===== src/rtl/dport_ext_axi.sv =====
// Data-port external-memory stage: in-order request FIFO feeding single-beat AXI4-Lite reads/writes.
// Optional feature macro: DPORT_EXT_AXI_ERROR_EN (report bresp/rresp errors on mem_error_o).
module dport_ext_axi #(
  parameter int REQ_DEPTH   = 2,
  parameter int REQ_DEPTH_W = 1
) (
  input  logic        clk_i,
  input  logic        rst_i,
  input  logic [31:0] mem_addr_i,
  input  logic [31:0] mem_data_wr_i,
  input  logic        mem_rd_i,
  input  logic [3:0]  mem_wr_i,
  input  logic        mem_cacheable_i,
  input  logic [10:0] mem_req_tag_i,
  input  logic        mem_invalidate_i,
  input  logic        mem_writeback_i,
  input  logic        mem_flush_i,
  output logic [31:0] mem_data_rd_o,
  output logic        mem_accept_o,
  output logic        mem_ack_o,
  output logic        mem_error_o,
  output logic [10:0] mem_resp_tag_o,
  output logic        axi_awvalid_o,
  output logic [31:0] axi_awaddr_o,
  input  logic        axi_awready_i,
  output logic        axi_wvalid_o,
  output logic [31:0] axi_wdata_o,
  output logic [3:0]  axi_wstrb_o,
  input  logic        axi_wready_i,
  input  logic        axi_bvalid_i,
  input  logic [1:0]  axi_bresp_i,
  output logic        axi_bready_o,
  output logic        axi_arvalid_o,
  output logic [31:0] axi_araddr_o,
  input  logic        axi_arready_i,
  input  logic        axi_rvalid_i,
  input  logic [31:0] axi_rdata_i,
  input  logic [1:0]  axi_rresp_i,
  output logic        axi_rready_o
);

  typedef enum logic [2:0] {S_IDLE, S_AW_W, S_B, S_AR, S_R} state_t;

  state_t                 state_q;
  logic                   aw_done_q, w_done_q;
  logic                   ack_q;
  logic [10:0]            tag_q;
  logic [31:0]            rdata_q;

  logic [29:0]            fifo_addr_q [REQ_DEPTH];
  logic [31:0]            fifo_data_q [REQ_DEPTH];
  logic [3:0]             fifo_wr_q   [REQ_DEPTH];
  logic                   fifo_rd_q   [REQ_DEPTH];
  logic [10:0]            fifo_tag_q  [REQ_DEPTH];
  logic [REQ_DEPTH_W-1:0] wr_ptr_q, rd_ptr_q;
  logic [REQ_DEPTH_W:0]   count_q;

  logic request, fifo_full, fifo_empty, push, pop;
  logic [29:0] head_addr;
  logic [31:0] head_data;
  logic [3:0]  head_wr;
  logic        head_rd;
  logic [10:0] head_tag;
  logic issue_wr, issue_rd, issue_mnt;
  logic aw_hs, w_hs, aw_fin, w_fin, b_fin, r_fin;

  logic unused_in;
  assign unused_in = ^{mem_cacheable_i, mem_addr_i[1:0]};

  assign request    = mem_rd_i | (|mem_wr_i) | mem_flush_i | mem_invalidate_i | mem_writeback_i;
  assign fifo_full  = (count_q == (REQ_DEPTH_W+1)'(REQ_DEPTH));
  assign fifo_empty = (count_q == '0);
  // No bypass: a full FIFO refuses a push even in a cycle that pops.
  assign push       = request & ~fifo_full;
  assign mem_accept_o = ~rst_i & ~fifo_full;

  assign head_addr = fifo_addr_q[rd_ptr_q];
  assign head_data = fifo_data_q[rd_ptr_q];
  assign head_wr   = fifo_wr_q[rd_ptr_q];
  assign head_rd   = fifo_rd_q[rd_ptr_q];
  assign head_tag  = fifo_tag_q[rd_ptr_q];

  // IDLE launches the head directly so valids rise the cycle after a push.
  assign issue_wr  = (state_q == S_IDLE) && !fifo_empty && (head_wr != 4'h0);
  assign issue_rd  = (state_q == S_IDLE) && !fifo_empty && (head_wr == 4'h0) && head_rd;
  assign issue_mnt = (state_q == S_IDLE) && !fifo_empty && (head_wr == 4'h0) && !head_rd;

  assign axi_awvalid_o = issue_wr | ((state_q == S_AW_W) & ~aw_done_q);
  assign axi_wvalid_o  = issue_wr | ((state_q == S_AW_W) & ~w_done_q);
  assign axi_arvalid_o = issue_rd | (state_q == S_AR);
  assign axi_bready_o  = (state_q == S_B);
  assign axi_rready_o  = (state_q == S_R);

  assign axi_awaddr_o = axi_awvalid_o ? {head_addr, 2'b00} : 32'h0;
  assign axi_wdata_o  = axi_wvalid_o  ? head_data : 32'h0;
  assign axi_wstrb_o  = axi_wvalid_o  ? head_wr   : 4'h0;
  assign axi_araddr_o = axi_arvalid_o ? {head_addr, 2'b00} : 32'h0;

  assign aw_hs  = axi_awvalid_o & axi_awready_i;
  assign w_hs   = axi_wvalid_o & axi_wready_i;
  assign aw_fin = aw_done_q | aw_hs;
  assign w_fin  = w_done_q | w_hs;
  assign b_fin  = (state_q == S_B) & axi_bvalid_i;
  assign r_fin  = (state_q == S_R) & axi_rvalid_i;
  assign pop    = issue_mnt | b_fin | r_fin;

  always_ff @(posedge clk_i) begin
    if (push) begin
      fifo_addr_q[wr_ptr_q] <= mem_addr_i[31:2];
      fifo_data_q[wr_ptr_q] <= mem_data_wr_i;
      fifo_wr_q[wr_ptr_q]   <= mem_wr_i;
      fifo_rd_q[wr_ptr_q]   <= mem_rd_i;
      fifo_tag_q[wr_ptr_q]  <= mem_req_tag_i;
    end
  end

  always_ff @(posedge clk_i or posedge rst_i) begin
    if (rst_i) begin
      wr_ptr_q <= '0;
      rd_ptr_q <= '0;
      count_q  <= '0;
    end else begin
      if (push) wr_ptr_q <= wr_ptr_q + 1'b1;
      if (pop)  rd_ptr_q <= rd_ptr_q + 1'b1;
      if (push && !pop)      count_q <= count_q + 1'b1;
      else if (!push && pop) count_q <= count_q - 1'b1;
    end
  end

  always_ff @(posedge clk_i or posedge rst_i) begin
    if (rst_i) begin
      state_q   <= S_IDLE;
      aw_done_q <= 1'b0;
      w_done_q  <= 1'b0;
      ack_q     <= 1'b0;
      tag_q     <= 11'h0;
      rdata_q   <= 32'h0;
    end else begin
      ack_q <= 1'b0;
      case (state_q)
        S_IDLE: begin
          if (issue_wr) begin
            if (aw_hs && w_hs) state_q <= S_B;
            else begin
              state_q   <= S_AW_W;
              aw_done_q <= aw_hs;
              w_done_q  <= w_hs;
            end
          end else if (issue_rd) begin
            state_q <= axi_arready_i ? S_R : S_AR;
          end else if (issue_mnt) begin
            ack_q   <= 1'b1;
            tag_q   <= head_tag;
            rdata_q <= 32'h0;
          end
        end
        S_AW_W: begin
          if (aw_fin && w_fin) begin
            state_q   <= S_B;
            aw_done_q <= 1'b0;
            w_done_q  <= 1'b0;
          end else begin
            aw_done_q <= aw_fin;
            w_done_q  <= w_fin;
          end
        end
        S_B: if (axi_bvalid_i) begin
          state_q <= S_IDLE;
          ack_q   <= 1'b1;
          tag_q   <= head_tag;
          rdata_q <= 32'h0;
        end
        S_AR: if (axi_arready_i) state_q <= S_R;
        S_R: if (axi_rvalid_i) begin
          state_q <= S_IDLE;
          ack_q   <= 1'b1;
          tag_q   <= head_tag;
          rdata_q <= axi_rdata_i;
        end
        default: state_q <= S_IDLE;
      endcase
    end
  end

  assign mem_ack_o      = ack_q;
  assign mem_resp_tag_o = tag_q;
  assign mem_data_rd_o  = rdata_q;

`ifdef DPORT_EXT_AXI_ERROR_EN
  logic err_q;
  always_ff @(posedge clk_i or posedge rst_i) begin
    if (rst_i)          err_q <= 1'b0;
    else if (issue_mnt) err_q <= 1'b0;
    else if (b_fin)     err_q <= |axi_bresp_i;
    else if (r_fin)     err_q <= |axi_rresp_i;
  end
  assign mem_error_o = err_q;
`else
  logic unused_resp;
  assign unused_resp = ^{axi_bresp_i, axi_rresp_i};
  assign mem_error_o = 1'b0;
`endif

endmodule


===== config.mk =====
export PLATFORM = sky130hd
export DESIGN_NAME = dport_ext_axi
export DESIGN_NICKNAME = d
export VERILOG_FILES = /design/src/rtl/dport_ext_axi.sv
export SDC_FILE = /design/constraint.sdc
export NUM_CORES = 1
export LEC_CHECK = 0
export BUFFER_PORTS_ARGS = -buffer_cell sky130_fd_sc_hd__buf_2
export CORE_MARGIN = 4
export CORE_UTILIZATION = 50
export DETAILED_ROUTE_END_ITERATION = 7
export PLACE_DENSITY = 0.76
export SYNTH_ARGS = -nofsm -noshare
export SYNTH_HDL_FRONTEND = slang
export SYNTH_SLANG_ARGS = --single-unit

===== constraint.sdc =====
create_clock -name clk_i -period 6.8 [get_ports clk_i]
set_clock_uncertainty 0.05 [all_clocks]
set_input_delay 1.02 -clock clk_i [delete_from_list [all_inputs] [get_ports clk_i]]
set_output_delay 1.02 -clock clk_i [all_outputs]
set_load 0.02 [all_outputs]

# == Yosys cells after proc, flatten, opt, wreduce, memory -nomap -nowiden ==
# Memory sizes are Yosys's and may differ from the RTL's.
# Index checks and enable logic that the tools add are counted.
# op_classes
addsub,4
mul,0
n_div,0
order_cmp,0
n_eq_ne,15
shift,0
muxes,43
bitwise_logic,23
reduce_logical,24
# ops
cell,n
$mux 32,8
$pmux 32 s3,1
$mux 11,5
$pmux 11 s3,1
$mux 3,7
$ne 2x2->1 const B,8
$pmux 3 s5,1
$mux 1,13
$or 1x1->1,11
$logic_and 1x1->1,9
$and 1x1->1,8
$eq 3x2->1 const B,2
$mux 2,3
$reduce_and 6->1,1
$reduce_and 5->1,1
$logic_not 1->1,4
$logic_not 4->1,1
$mux 4,1
$not 1->1,4
$pmux 1 s2,2
$reduce_bool 2->1,2
$reduce_bool 4->1,1
$reduce_or 4->1,1
$eq 3x1->1 const B,1
other kinds (12),13
# totals
reg_bits,53
latch_bits,0
mem_bits_rw,156
rom_bits,0
input_bits,127
output_inout_bits,151
n_memories,5
# mem_list
name,words,word_bits,read_ports,rd_clocked_by_memory_dff,write_ports,line,rtl
fifo_data_q,2,32,1,0,1,51,logic [31:0] fifo_data_q [REQ_DEPTH];
fifo_addr_q,2,30,1,0,1,50,logic [29:0] fifo_addr_q [REQ_DEPTH];
fifo_tag_q,2,11,1,0,1,54,logic [10:0] fifo_tag_q [REQ_DEPTH];
fifo_wr_q,2,4,1,0,1,52,logic [3:0] fifo_wr_q [REQ_DEPTH];
fifo_rd_q,2,1,1,0,1,53,logic fifo_rd_q [REQ_DEPTH];

# == Logic depth before layout (Yosys ltp) ==
# Gate-level depths: netlist (run 1).
# logic_depth
ltp_word,10
depth_mapped,11

# == Worst setup path after synthesis (run 1) ==
# OpenSTA, ideal clock, no wires.
# synth_path
path_kind,input to register
startpoint,input port mem_wr_i[0]
endpoint,"memory fifo_addr_q[0][0], enable pin"
t_arrival_ns,4.813
slack_ns,1.412
stages,3
n_path_buf,0
cell_sequence,nor4_1 -> a21oi_1 -> nor2b_1
# synth_between
elab_chain_cells,8
# synth_rtl
item,line,rtl
"start, declared",12,"input logic [3:0] mem_wr_i,"
$reduce_or 4->1,70,assign request = mem_rd_i | (|mem_wr_i) | mem_flush_i | mem_invalidate_i | mem_writeback_i;
$or 1x1->1 (4 in series),70,
$and 1x1->1,74,assign push = request & ~fifo_full;
$mux 1,108,if (push) begin
$mux 1 (implied by the code),109,fifo_addr_q[wr_ptr_q] <= mem_addr_i[31:2];
"end, declared",50,
# Every way passes these cells.

# == Worst setup path in the final report (run 1) ==
# layout_path
startpoint,register rd_ptr_q
endpoint,output port axi_awaddr_o[6]
# layout_between
elab_chain_cells,5
# layout_rtl
item,line,rtl
"start, declared",55,"logic [REQ_DEPTH_W-1:0] wr_ptr_q, rd_ptr_q;"
"start signal, assigned",124,if (pop) rd_ptr_q <= rd_ptr_q + 1'b1;
$mem_v2 2x4,n/a,
$reduce_bool 4->1,84,assign issue_wr = (state_q == S_IDLE) && !fifo_empty && (head_wr != 4'h0);
$logic_and 1x1->1,84,
$or 1x1->1,88,assign axi_awvalid_o = issue_wr | ((state_q == S_AW_W) & ~aw_done_q);
$mux 32 *,94,"assign axi_awaddr_o = axi_awvalid_o ? {head_addr, 2'b00} : 32'h0;"
"end, declared",24,"output logic [31:0] axi_awaddr_o,"
# Mark *: on every way between the ends. The rest lies on a longest branch, timed or not.

==> flow_summary_export.csv, run 1 <==
group,metric,value,unit
power_and_ir_drop,switching_share,0.394,
final_layout,fillers,1166,
detailed_routing,met1_length,7230,um
power_and_ir_drop,peakVddDrop,0.000352,V
grt,antenna_found_initial,3,
detailed_routing,ant_nets,0,
min_path,holdPathStages,1,
grt,grt_max_degree,79,
clock_tree,clockRootBuffer,"clkbuf_16",
power_and_ir_drop,clockPowerShare,0.198,
synthesis,syn_inst,536,
synthesis,avgSynthCellArea,15.4,sq um
sta,max_slew_margin,0.122,
clock_tree,post-cts-setup-buffers,0,
detailed_routing,vias_per_cell,5.17,
power_and_ir_drop,p_leak,0.00477,uW
clock_tree,cts_hold_buffers,0,
detailed_routing,topRoutingLayerUsed,"met5",
power_and_ir_drop,pwr-share-comb,0.424,
sta,maxSlewViolCount,0,
min_path,holdPathEnd,"mem_resp_tag_o[6]$_DFFE_PP0P_",
min_path,hp-start,"mem_resp_tag_o[6]$_DFFE_PP0P_",
setup_path,endpoint_kind,"output port",
flow_run,maxCapViolCount,0,
setup_path,slowest_stage,"nor2_2",
floorplan,die_w,136,um
sta,setup_viol,0,
synthesis,ys_warn_count,0,
floorplan,core,16000,sq um
grt,grt_pass1_wl,28100,um
grt,grt_pass1_vias,5548,
final_layout,nNetsFinal,927,
placed_design,post_dp_cell_area,9740,sq um
detailed_routing,drc,0,
synthesis,ys_async_sr_fraction,0.254,
sta,finalSetupTns,0,ps
clock_tree,clock_sinks,209,
sta,final_hold_viol_count,0,
sta,min_period,4660,ps
status,status,"complete, no violations",
synthesis,synth_edf_count,156,
min_path,hold_path_class,"flip-flop to flip-flop",
sta,layout_worst_path_cycle_share,0.686,
power_and_ir_drop,seqPwrFrac,0.377,
clock_tree,cts_resized,0,
setup_path,rrSetupSlack,3320,ps
placed_design,port_buffers,265,
grt,gr-total-overflow,0,
floorplan,start_util,0.515,
power_and_ir_drop,p_int,3580,uW
placed_design,hpwl,12600,um
clock_tree,cts_tree,"yes",
clock_tree,clkSlewWorstSetupHoldPaths,60,ps
setup_path,path_cells,"or4_4 -> o22ai_4 -> nor2_1 -> nor2_2 -> nor2_1 -> buf_2",
floorplan,dieArea,18600,sq um
synthesis,syn-cell-area,8240,sq um
setup_path,crit_path_start_kind,"flip-flop",
setup_path,cp_data_required_time,5730,ps
setup_path,path_depth,6,
setup_path,cp_top_family,"simple AND/OR/NAND/NOR gates",
floorplan,io_pins,278,
floorplan,die_h,136,um
grt,grtUsageTotal,0.191,
clock_tree,insertion_delay,490,ps
clock_tree,h-tree-depth,1,
synthesis,synthFlopType,"edfxtp_1",
final_layout,area_growth,26.8,%
placed_design,place_congestion,0.818,
synthesis,ys_ff_latch,209,
detailed_routing,wl_met3,1700,um
final_layout,multi_input_area,2060,sq um
setup_path,r2r_start,"rd_ptr_q$_DFFE_PP0P_",
sta,tightest_slew,1320,ps
final_layout,drive_gt1_frac,0.412,
detailed_routing,dr_total_vias,5322,
clock_tree,clock_path_buffers,3,
sta,rsz0062_at_grt,"false",
power_and_ir_drop,pwr_density_cell,566,nW/um^2
setup_path,cpPeakStageDelay,1010,ps
setup_path,arrival,3590,ps
setup_path,crit_top_cell,"nor2_1",
setup_path,worstPathMaxFanout,31,
detailed_routing,dr.first_iter.drc_count,335,
synthesis,synth_cell_types,43,
sta,max_freq,214,MHz
detailed_routing,wl_per_cell,18.1,um
detailed_routing,wl,18600,um
final_layout,stdcell_area,10400,sq um
setup_path,reg2reg_depth,8,
setup_path,crit_type,"flip-flop to output port",
final_layout,diodes,0,
final_layout,seq_area,6010,sq um
clock_tree,cts_buffers,21,
synthesis,seq_area_frac_synth,0.730,
setup_path,critPathBufInv,1,
power_and_ir_drop,power.switching,2330,uW
floorplan,row_count,46,
detailed_routing,dr.pass1.iters,5,
setup_path,worstReg2RegEnd,"count_q[1]$_DFFE_PP0P_",
detailed_routing,wl_met2,9360,um
[routing by layer]
| layer | vias up | global-route usage |
|---|---|---|
| li1 | 2498 | - |
| met1 | 2549 | 0.230 |
| met2 | 242 | 0.344 |
| met3 | 27 | 0.0518 |
| met4 | 6 | 0.0459 |
| met5 | - | 0 |
[synth_stat cells (all sizes together) (2+ instances only)]
| cell type | n | area share |
|---|---|---|
| edfxtp | 156 | 0.57 |
| nor2 | 108 | 0.049 |
| mux2i | 67 | 0.081 |
| dfrtp | 53 | 0.16 |
| a22o | 32 | 0.034 |
| mux2 | 23 | 0.034 |
| clkbuf | 22 | 0.010 |
| buf | 12 | 0.011 |
| inv | 8 | 0.0036 |
| nor2b | 6 | 0.0046 |
| a21oi | 5 | 0.0030 |
| nor4 | 5 | 0.0038 |
| o21ai | 4 | 0.0024 |
| a31oi | 3 | 0.0023 |
| nand2 | 3 | 0.0014 |
| o22ai | 3 | 0.0039 |
| xor2 | 3 | 0.0032 |
| o211ai | 2 | 0.0018 |
| or4 | 2 | 0.0023 |
| xnor2 | 2 | 0.0021 |
[metrics by stage]
| step | worst slack, ps | std cells | total power (uW) | utilization | hold slack [ps] |
|---|---|---|---|---|---|
| final | 2140 | 1029 | 5910 | 0.653 | 452 |
| after global routing | 1920 | 1029 | 6250 | 0.653 | 459 |
| after CTS | 2130 | 1029 | 5980 | 0.653 | 452 |
| after detailed placement | 2700 | 992 | 4790 | 0.609 | 437 |
| after global placement | 2840 | 992 | 4680 | 0.609 | 432 |
| after floorplan | 1410 | 540 | 3980 | - | 405 |
[worst reg2reg max path, cell delays in order, from the launching register on]
cell     delay (ps)
dfrtp_4         670
or4_4           630
o22ai_4         250
nor4_1           80
or3_2           880
ha_1            400
xor2_1          140
nor2_1          130
xor2_1          170
[layout make-up]
class | instances | share of cell area
clock buffer | 29 | 0.0562
clock inverter | 8 | 0.0111
inverter | 8 | 0.00287
multi-input combinational | 289 | 0.198
sequential | 209 | 0.576
tap | 216 | 0.0259
timing repair buffer | 270 | 0.131
[power by group through the flow]
stage / Combinational (uW) / Sequential (uW) / Clock (uW)
floorplan: 1650 / 2330 / 0
global route: 2720 / 2290 / 1250
detailed placement: 2530 / 2260 / 0
CTS: 2540 / 2240 / 1200
global placement: 2460 / 2220 / 0
finish: 2510 / 2230 / 1170
[registers in the layout, summed over array words and instances (netlist names)]
| signal | count |
|---|---|
| fifo_data_q | 64 |
| fifo_addr_q | 60 |
| mem_data_rd_o | 32 |
| fifo_tag_q | 22 |
| mem_resp_tag_o | 11 |
| fifo_wr_q | 8 |
| state_q | 3 |
| count_q | 2 |
| fifo_rd_q | 2 |
| aw_done_q | 1 |
| mem_ack_o | 1 |
| rd_ptr_q | 1 |
| w_done_q | 1 |
| wr_ptr_q | 1 |
[worst max path at each step]
stage                               from                          end  slack, ps
CTS                 rd_ptr_q$_DFFE_PP0P_              axi_awaddr_o[6]       2130
global placement    rd_ptr_q$_DFFE_PP0P_              axi_awaddr_o[7]       2840
global route        rd_ptr_q$_DFFE_PP0P_              axi_awaddr_o[6]       1920
detailed placement  rd_ptr_q$_DFFE_PP0P_             axi_awaddr_o[27]       2700
floorplan                    mem_wr_i[0]  fifo_addr_q[0][0]$_DFFE_PP_       1410
finish              rd_ptr_q$_DFFE_PP0P_              axi_awaddr_o[6]       2140
[cells in the final DEF, fill, tap and decap left out, types with 3 or more instances in the layout]
cell	count
o21ai_0	4
xor2_1	3
edfxtp_1	156
mux2_2	18
a21oi_1	4
buf_2	265
conb_1	5
dfrtp_1	52
buf_4	5
clkbuf_1	6
mux2i_1	67
mux2_4	5
bufinv_16	3
nor4_1	4
nor2b_1	5
nand2_1	3
nor2_1	106
a22o_1	32
clkbuf_16	22
inv_1	7
a31oi_1	3
[logic make-up (layout without fill, tap and decap cells)]
kind of cell / Yosys count / after routing / share of synthesized area
DFF: 209 / 209 / 0.730
and+or+nand+nor: 132 / 132 / 0.0682
muxes: 90 / 90 / 0.115
AOI/OAI and AO/OA: 56 / 56 / 0.0550
buffers and inverters: 42 / 315 / 0.0246
xor gates and xnor gates: 5 / 5 / 0.00532
adders and majority gates: 1 / 1 / 0.00152
other: 1 / 5 / 0.000455
(Power assumes the default switching activity.)
==> run 2, diff against run 1 <==
==> constraint.sdc (replaced) <==
create_clock -name clk_i -period 4.3 [get_ports clk_i]
set_clock_uncertainty 0.05 [all_clocks]
set_input_delay 0.645 -clock clk_i [delete_from_list [all_inputs] [get_ports clk_i]]
set_output_delay 0.645 -clock clk_i [all_outputs]
set_load 0.02 [all_outputs]
==> run 2 against run 1 <==
  * Sequential power rose by 58%
  * Core utilization rose by 0.10 points
  * Flip-flop and latch count did not move
  * Setup slack worse by 1600 ps
  * Critical path depth up 1
  * Clock power is 52% higher
  * Non-clock buffer count is 3 higher
  * Global-route usage is 0.33 points lower
  * Largest power group unchanged
  * Combinational power is 58% higher
  * Die area stayed put
  * Worst hold slack lost 160 ps
==> flow_summary_export.csv, run 2 (synthesized netlist as in run 1, its figures left out) <==
group,metric,value,unit
status,status,"complete, no violations",
sta,setup_viol,0,
final_layout,regMostFlops,"fifo_data_q",
clock_tree,clock_path_buffers,3,
final_layout,nNetsFinal,931,
grt,grt_pass1_vias,5466,
setup_path,critPathBufInv,2,
final_layout,drive_gt1_frac,0.419,
min_path,holdPathEnd,"fifo_data_q[1][19]$_DFFE_PP_",
final_layout,area_growth,27.0,%
final_layout,seq_area,6010,sq um
clock_tree,clock_sinks,209,
detailed_routing,wl,18200,um
clock_tree,cts_tree,"yes",
sta,finalWorstSetupSlack,564,ps
detailed_routing,dr.pass1.iters,5,
floorplan,die_w,136,um
power_and_ir_drop,peakVddDrop,0.000551,V
power_and_ir_drop,p_leak,0.00479,uW
final_layout,multi_input_area,2060,sq um
placed_design,dpl_worst_slack,1060,ps
floorplan,io_pins,278,
power_and_ir_drop,clockPowerShare,0.192,
setup_path,rrSetupSlack,1210,ps
power_and_ir_drop,pwr-share-comb,0.428,
final_layout,fin_cells,1035,
setup_path,r2r_start,"rd_ptr_q$_DFFE_PP0P_",
sta,rsz0062_at_grt,"false",
detailed_routing,drc,0,
clock_tree,cts_hold_buffers,0,
setup_path,crit_path_start_kind,"flip-flop",
sta,layout_worst_path_cycle_share,0.869,
final_layout,largest_reg_flops,64,
setup_path,slowest_stage,"dfrtp_4",
setup_path,cpPeakStageDelay,660,ps
setup_path,endpoint_kind,"output port",
floorplan,start_util,0.515,
power_and_ir_drop,switching_share,0.395,
final_layout,final_common_cell,"buf_2",
grt,gr-total-overflow,0,
setup_path,crit_top_cell,"nor2_1",
flow_run,maxCapViolCount,0,
setup_path,crit_type,"flip-flop to output port",
placed_design,placed_cells,995,
clock_tree,post-cts-setup-buffers,0,
sta,finalSetupTns,0,ps
grt,grt_max_degree,79,
power_and_ir_drop,p_int,5600,uW
placed_design,port_buffers,265,
detailed_routing,ant_nets,0,
grt,antenna_found_initial,2,
floorplan,core,16000,sq um
sta,max_slew_margin,0.277,
sta,maxSlewViolCount,0,
placed_design,hpwl,12300,um
setup_path,arrival,3040,ps
detailed_routing,wl_per_cell,17.5,um
final_layout,diodes,0,
placed_design,place_congestion,0.831,
detailed_routing,dr_total_vias,5362,
detailed_routing,dr.first_iter.drc_count,296,
setup_path,path_cells,"or4_4 -> o22ai_4 -> nor2_1 -> nor2_2 -> buf_4 -> nor2_1 -> buf_2",
clock_tree,clkSlewWorstSetupHoldPaths,60,ps
sta,final_hold_viol_count,0,
detailed_routing,vias_per_cell,5.18,
final_layout,most-common-layout-cells,"265 x buf_2, 156 x edfxtp_1, 106 x nor2_1",
clock_tree,cts_buffers,22,
setup_path,cp_data_required_time,3610,ps
power_and_ir_drop,fin_total_pwr,9260,uW
clock_tree,cts_resized,0,
grt,grtUsageTotal,0.188,
power_and_ir_drop,pwr_density_cell,885,nW/um^2
sta,max_freq,268,MHz
clock_tree,clockRootBuffer,"clkbuf_16",
power_and_ir_drop,seqPwrFrac,0.380,
setup_path,worstReg2RegEnd,"mem_resp_tag_o[0]$_DFFE_PP0P_",
min_path,holdPathStages,1,
setup_path,cp_top_family,"simple AND/OR/NAND/NOR gates",
min_path,hold_path_class,"input pin to flip-flop",
power_and_ir_drop,power.switching,3660,uW
sta,tightest_slew,1080,ps
setup_path,path_depth,7,
clock_tree,h-tree-depth,1,
final_layout,final_core_util,0.654,
grt,grt_pass1_wl,27800,um
sta,min_period,3740,ps
min_path,hp-start,"mem_data_wr_i[19]",
floorplan,row_count,46,
setup_path,reg2reg_depth,6,
clock_tree,insertion_delay,490,ps
floorplan,dieArea,18600,sq um
setup_path,worstPathMaxFanout,36,
floorplan,die_h,136,um
final_layout,fillers,1171,
==> run 2: cell types whose count changed in the layout (fill, tap and decap cells not counted), sizes merged <==
cell | before | now
buf | 270 | 273
bufinv | 3 | 0
clkinv | 4 | 10
clkbuf | 29 | 30
inv | 9 | 8
==> run 2: power by group through the flow <==
stage	sequential, uW	combinational (uW)	clock [uW]
6_report	3520	3970	1780
4_1_cts	3530	4030	1820
5_1_grt	3600	4310	1910
3_3_place_gp	3510	3910	0
2_1_floorplan	3660	2610	0
3_5_place_dp	3560	4000	0
==> run 2: per-layer routing <==
metal	track usage	share of wire
met5	0	0.0012
met4	0.0493	0.017
met3	0.0540	0.10
met2	0.330	0.50
met1	0.229	0.38
==> run 2: worst reg2reg max path, delay by kind of cell, from the launching register on <==
| kind | cells | cell delay (ps) |
|---|---|---|
| mux | 1 | 380 |
| simple gates | 3 | 1290 |
| buf+inv | 1 | 320 |
| compound gates | 1 | 270 |
| flops | 1 | 660 |
==> run 2: worst max path at each step <==
| stage | start | slack (ps) | to |
|---|---|---|---|
| detailed placement | rd_ptr_q$_DFFE_PP0P_ | 1060 | axi_wdata_o[3] |
| CTS | rd_ptr_q$_DFFE_PP0P_ | 530 | axi_wdata_o[3] |
| floorplan | mem_wr_i[0] | 780 | fifo_addr_q[0][0]$_DFFE_PP_ |
| global placement | rd_ptr_q$_DFFE_PP0P_ | 1110 | axi_wdata_o[3] |
| finish | rd_ptr_q$_DFFE_PP0P_ | 560 | axi_wdata_o[3] |
| global route | rd_ptr_q$_DFFE_PP0P_ | 360 | axi_wdata_o[3] |
==> run 2: cell type report <==
type                            count  share of cell area
Multi-Input combinational cell    289               0.197
Tap cell                          216              0.0258
Timing Repair Buffer              273               0.133
Clock inverter                     10             0.00431
Sequential cell                   209               0.575
Clock buffer                       30              0.0623
Inverter                            8             0.00287
==> run 2: stage by stage <==
stage          hold slack, ps  instance area, sq um
4_1_cts                   272                 10500
3_5_place_dp              437                  9770
6_report                  292                 10500
2_1_floorplan             423                  8250
5_1_grt                   270                 10500
3_3_place_gp              433                  9770
